===== src/rtl/dma_controller.sv =====
// Byte-wide DMA engine for a 6502-style bus: the CPU programs SRC/DST/LEN, and the engine stalls the CPU (RDY) while it copies.
// Optional fill mode (constant SRC_L written to DST) is built only when DMA_FILL_EN is defined.
module dma_controller #(
  parameter int BURST_LEN = 8
) (
  input  logic        clk_i,
  input  logic        rst_n_i,
  input  logic        en_i,
  input  logic        we_i,
  input  logic [7:0]  addr_i,
  input  logic [7:0]  din_i,
  output logic [7:0]  dout_o,
  output logic        rdy_o,
  output logic [15:0] bus_addr_o,
  output logic [7:0]  bus_dout_o,
  output logic        bus_we_o,
  input  logic [7:0]  bus_din_i,
  output logic        bus_own_o,
  output logic        irq_o
);

  typedef enum logic [2:0] {
    S_IDLE, S_GRANT, S_READ, S_WRITE, S_RELEASE, S_FINISH
  } state_t;

  localparam logic [7:0] BURST_MAX = 8'(BURST_LEN);

  state_t      state_q, state_d;
  logic [15:0] src_q, src_d, dst_q, dst_d, len_q, len_d;
  logic [7:0]  burst_q, burst_d, burst_inc;
  logic        irq_en_q, irq_en_d, done_q, done_d;
  logic [7:0]  dout_q, rd_data;
  logic        reg_wr, busy, start;

`ifdef DMA_FILL_EN
  logic fill_q, fill_d;
`else
  logic fill_q;
  assign fill_q = 1'b0;
`endif

  assign reg_wr    = en_i & we_i;
  assign busy      = (state_q != S_IDLE);
  assign start     = reg_wr && (addr_i == 8'd6) && din_i[0] && !busy;
  assign burst_inc = burst_q + 8'd1;

  always_comb begin
    state_d    = state_q;
    src_d      = src_q;
    dst_d      = dst_q;
    len_d      = len_q;
    burst_d    = burst_q;
    irq_en_d   = irq_en_q;
    done_d     = done_q;
`ifdef DMA_FILL_EN
    fill_d     = fill_q;
`endif
    rdy_o      = 1'b1;
    bus_own_o  = 1'b0;
    bus_we_o   = 1'b0;
    bus_addr_o = 16'h0000;
    bus_dout_o = 8'h00;

    // Address/length registers are frozen while a transfer owns them.
    if (reg_wr && !busy) begin
      case (addr_i)
        8'd0: src_d[7:0]  = din_i;
        8'd1: src_d[15:8] = din_i;
        8'd2: dst_d[7:0]  = din_i;
        8'd3: dst_d[15:8] = din_i;
        8'd4: len_d[7:0]  = din_i;
        8'd5: len_d[15:8] = din_i;
        default: ;
      endcase
    end
    if (reg_wr && addr_i == 8'd6) begin
      irq_en_d = din_i[1];
`ifdef DMA_FILL_EN
      if (!busy) fill_d = din_i[2];
`endif
    end
    if (reg_wr && addr_i == 8'd7) done_d = 1'b0;

    // FINISH is evaluated after the STATUS write so that setting done wins.
    case (state_q)
      S_IDLE: begin
        if (start) begin
          burst_d = 8'd0;
          state_d = (len_q == 16'd0) ? S_FINISH : S_GRANT;
        end
      end
      S_GRANT: begin
        rdy_o   = 1'b0;
        state_d = fill_q ? S_WRITE : S_READ;
      end
      S_READ: begin
        rdy_o      = 1'b0;
        bus_own_o  = 1'b1;
        bus_addr_o = src_q;
        state_d    = S_WRITE;
      end
      S_WRITE: begin
        rdy_o      = 1'b0;
        bus_own_o  = 1'b1;
        bus_we_o   = 1'b1;
        bus_addr_o = dst_q;
        bus_dout_o = fill_q ? src_q[7:0] : bus_din_i;
        src_d      = fill_q ? src_q : src_q + 16'd1;
        dst_d      = dst_q + 16'd1;
        len_d      = len_q - 16'd1;
        burst_d    = burst_inc;
        if (len_q == 16'd1)              state_d = S_FINISH;
        else if (burst_inc == BURST_MAX) state_d = S_RELEASE;
        else                             state_d = fill_q ? S_WRITE : S_READ;
      end
      S_RELEASE: begin
        burst_d = 8'd0;
        state_d = S_GRANT;
      end
      S_FINISH: begin
        done_d  = 1'b1;
        state_d = S_IDLE;
      end
      default: state_d = S_IDLE;
    endcase
  end

  always_comb begin
    rd_data = 8'h00;
    case (addr_i)
      8'd0: rd_data = src_q[7:0];
      8'd1: rd_data = src_q[15:8];
      8'd2: rd_data = dst_q[7:0];
      8'd3: rd_data = dst_q[15:8];
      8'd4: rd_data = len_q[7:0];
      8'd5: rd_data = len_q[15:8];
      8'd6: rd_data = {5'b0, fill_q, irq_en_q, busy};
      8'd7: rd_data = {done_q, 6'b0, busy};
      default: rd_data = 8'h00;
    endcase
  end

  always_ff @(posedge clk_i) begin
    if (!rst_n_i) begin
      state_q  <= S_IDLE;
      src_q    <= 16'h0000;
      dst_q    <= 16'h0000;
      len_q    <= 16'h0000;
      burst_q  <= 8'd0;
      irq_en_q <= 1'b0;
      done_q   <= 1'b0;
      dout_q   <= 8'h00;
`ifdef DMA_FILL_EN
      fill_q   <= 1'b0;
`endif
    end else begin
      state_q  <= state_d;
      src_q    <= src_d;
      dst_q    <= dst_d;
      len_q    <= len_d;
      burst_q  <= burst_d;
      irq_en_q <= irq_en_d;
      done_q   <= done_d;
      if (en_i && !we_i) dout_q <= rd_data;
`ifdef DMA_FILL_EN
      fill_q   <= fill_d;
`endif
    end
  end

  assign dout_o = dout_q;
  assign irq_o  = done_q & irq_en_q;

endmodule


===== config.mk =====
export PLATFORM = sky130hd
export DESIGN_NAME = dma_controller
export DESIGN_NICKNAME = d
export VERILOG_FILES = /design/src/rtl/dma_controller.sv
export SDC_FILE = /design/constraint.sdc
export NUM_CORES = 1
export LEC_CHECK = 0
export BUFFER_PORTS_ARGS = -buffer_cell sky130_fd_sc_hd__buf_2
export CORE_MARGIN = 2
export CORE_UTILIZATION = 34
export CTS_CLUSTER_DIAMETER = 150
export DETAILED_ROUTE_END_ITERATION = 16
export HOLD_SLACK_MARGIN = 0.05
export PLACE_DENSITY = 0.61
export SKIP_CTS_REPAIR_TIMING = 1
export SLEW_MARGIN = 10
export SYNTH_ARGS = -nofsm -noshare
export SYNTH_HDL_FRONTEND = slang
export SYNTH_SLANG_ARGS = --single-unit

===== constraint.sdc =====
create_clock -name clk_i -period 3.36 [get_ports clk_i]
set_clock_uncertainty 0.2 [all_clocks]
set_input_delay 0.672 -clock clk_i [delete_from_list [all_inputs] [get_ports clk_i]]
set_output_delay 0.672 -clock clk_i [all_outputs]
set_load 0.02 [all_outputs]

==> results.sh <==
export IMPL_status="complete, no violations"
export IMPL_insertion_delay_ns=0.35
export IMPL_synthAdderAreaFrac_pct=1.64
export IMPL_end_kind="primary output"
export IMPL_synth_ff_type="dfxtp_1"
export IMPL_clkPwrFrac_pct=41.9
export IMPL_grt_max_degree=60
export IMPL_worst_hold_path_num_cells=1
export IMPL_fp_dieW_um=120
export IMPL_swShare_pct=32.1
export IMPL_synthCells=596
export IMPL_p_comb_share_pct=21.2
export IMPL_synth_xor_area_share_pct=0.575
export IMPL_finalInstanceArea_sq_um=5340
export IMPL_die_y_um=120
export IMPL_routed_wirelength_um=16000
export IMPL_slew_viol_final=0
export IMPL_setup_viol=0
export IMPL_max_freq_mhz=355
export IMPL_critPathLaunchType="register"
export IMPL_gp_congestion=0.915
export IMPL_p_leak_nw=1.97
export IMPL_synth_edff_count=0
export IMPL_cts_tree="built"
export IMPL_fin_crit_sh_pct=83.9
export IMPL_syn_avg_cell_area_sq_um=7.66
export IMPL_p_switching_w=0.000811
export IMPL_port_buffers=63
export IMPL_cp_slowest_cell="dfxtp_1"
export IMPL_ir_drop_mv=0.213
export IMPL_cp_arrival_ns=1.95
export IMPL_synth_seq_cells=69
export IMPL_yosys_warnings=0
export IMPL_hpwl_um=11300
export IMPL_slew_headroom_pct=56.6
export IMPL_synth_mux_area_share_pct=9.61
export IMPL_path_class="reg2out"
export IMPL_min_path_type="reg2reg"
export IMPL_critical_path_max_stage_delay_ns=0.58
export IMPL_synth_top_family_by_area="simple AND/OR/NAND/NOR gates"
export IMPL_crit_fanout=51
export IMPL_yosysSeqAreaShare_pct=30.2
export IMPL_grt_setup_unrepaired="no"
export IMPL_cts_made_buffers=9
export IMPL_synth_compound_area_share_pct=23.9
export IMPL_drc=0
export IMPL_grt_pass1_vias=4607
export IMPL_track_usage_pct=22.7
export IMPL_drt_iter0_drc=548
export IMPL_fin_tns_setup_ns=0
export IMPL_dpl_instance_area_sq_um=5020
export IMPL_final_hold_viol_count=0
export IMPL_final_nets=673
export IMPL_wl_per_cell_um=19.5
export IMPL_worstPathCellList="nand3b_4, inv_2, buf_4, and2_1, buf_2"
export IMPL_ant_nets=0
export IMPL_synth_nets=630
export IMPL_fp_row_count=42
export IMPL_drtPass1Iterations=6
export IMPL_r2r_slack_ns=0.74
export IMPL_layout_drive_gt1_share_pct=17.1
export IMPL_die_area_sq_um=14400
export IMPL_syn_area_sq_um=4570
export IMPL_num_io_pins=64
export IMPL_internal_power_w=0.00171
export IMPL_area_delta_synth_final_pct=17.0
export IMPL_vias=5000
export IMPL_cp_data_required_time_ns=2.49
export IMPL_viasPerCell=6.10
export IMPL_async_reset_ff_share_pct=0
export IMPL_diodes=0
export IMPL_fin_hold_ws_ns=0.274
export IMPL_grt_overflow_total=0
export IMPL_p_per_area_nw_per_um2=473
export IMPL_core_area_sq_um=13200
export IMPL_cts_buffer_depth=2
export IMPL_finalCriticalPeriod_ns=2.82
export IMPL_ff2ff_path_depth=6
export IMPL_power_frac_seq_pct=36.9
export IMPL_grt_antenna_before_repair=0
export IMPL_clk_pin_slew_worst_paths_ns=0.06
export IMPL_cts_htree_levels=3
export IMPL_synth_simple_area_share_pct=29.6
export IMPL_ys_types=66
export IMPL_cts_sinks=69
export IMPL_start_util_pct=34.6
export IMPL_grt_pass1_wl_um=25300
export IMPL_drv_cap=0
export IMPL_worst_pin_slew_ns=0.646
export IMPL_cts_root_buf="clkbuf_16"
[power by group through the flow]
stage                     Combinational (W)  Sequential [W]  Clock, W
after detailed placement           0.000524        0.000945         0
after floorplan                    0.000423        0.000899         0
after CTS                          0.000526        0.000928   0.00107
after global placement             0.000518        0.000943         0
final                              0.000535        0.000932   0.00106
after global routing               0.000580        0.000938   0.00111
[placed cells by master (no fill, tap or decap), types with 4 or more instances in the layout]
cell / count
o21a_1: 5
o31ai_1: 5
and2_1: 16
mux4_2: 6
nor4_1: 6
buf_4: 9
a32oi_1: 4
mux2i_1: 27
or3_1: 6
o21ai_0: 32
buf_2: 63
inv_1: 12
nor2_1: 66
nand2_1: 59
and3_1: 11
dfxtp_1: 69
o211ai_1: 8
o22ai_1: 4
a21oi_1: 43
and4_1: 4
o221ai_1: 6
nor3_1: 14
clkbuf_16: 9
nand4_1: 14
a211oi_1: 5
nor4_2: 4
or4_1: 5
nand3_1: 34
a31oi_1: 23
a22o_1: 8
ha_1: 6
[sequential cells by signal, indices dropped and copies added, names as in the netlist]
name,flops
burst_q,8
done_q,1
dst_q,16
dout_o,8
irq_en_q,1
src_q,16
len_q,16
state_q,3
[layer usage]
metal,routed length (um),global-route usage (%),share of wire [%]
met4,344,8.31,2.2
met1,7300,32.4,46
met2,6890,33.3,43
met5,0,0,0
met3,1430,5.18,9.0
[synth_stat cells (5+ instances only)]
cell	number	area, sq um
dfxtp_1	69	1380
nor2_1	66	248
nand2_1	59	221
a21oi_1	43	215
nand3_1	34	170
o21ai_0	32	160
clkbuf_1	31	116
mux2i_1	27	270
a31oi_1	23	144
and2_1	16	100
nand4_1	14	87.6
nor3_1	14	70.1
inv_1	12	45.0
and3_1	11	68.8
a22o_1	8	70.1
o211ai_1	8	60.1
ha_1	6	75.1
mux4_2	6	135
nor4_1	6	37.5
o221ai_1	6	52.6
or3_1	6	37.5
a211oi_1	5	37.5
buf_1	5	18.8
o21a_1	5	37.5
o31ai_1	5	37.5
or4_1	5	37.5
[per-stage QoR]
step / utilization [%] / setup slack [ns] / power [W] / cells
3_3_place_gp: 38.0 / 0.493 / 0.00146 / 804
5_1_grt: 40.5 / 0.435 / 0.00263 / 820
3_5_place_dp: 38.0 / 0.394 / 0.00147 / 804
6_report: 40.5 / 0.540 / 0.00253 / 820
4_1_cts: 40.5 / 0.554 / 0.00252 / 820
2_1_floorplan: - / 0.840 / 0.00132 / 596
[cell families (layout without fill, tap and decap cells)]
family	Yosys count	count (layout)
AND/OR/NAND/NOR	261	261
buffers and inverters	53	101
flip-flops	69	69
adder cells (fa/ha/maj)	6	6
AO/OA/AOI/OAI	168	168
multiplexers	36	36
XOR/XNOR	3	3
[worst max-delay path, delay by kind of cell, from the launching register on]
| kind | cells | cell delay (ns) |
|---|---|---|
| simple gates | 2 | 0.34 |
| flops | 1 | 0.58 |
| buf+inv | 3 | 0.69 |
[final timing paths]
kind | start | endpoint
worst max register to register | state_q[0] | dst_q[4]
worst min-delay path | dout_o[4] | dout_o[4]
worst max-delay path | state_q[1] | bus_dout_o[0]
worst min register to register | dout_o[4] | dout_o[4]
[area by class of cell]
class	instances	area [sq um]
Tap cell	176	220
Inverter	13	48.8
Fill cell	1342	7850
Timing Repair Buffer	72	383
Multi-Input combinational cell	474	2980
Sequential cell	69	1380
Clock inverter	5	83.8
Clock buffer	11	243
No activity file was read; power rests on OpenSTA's default activity.
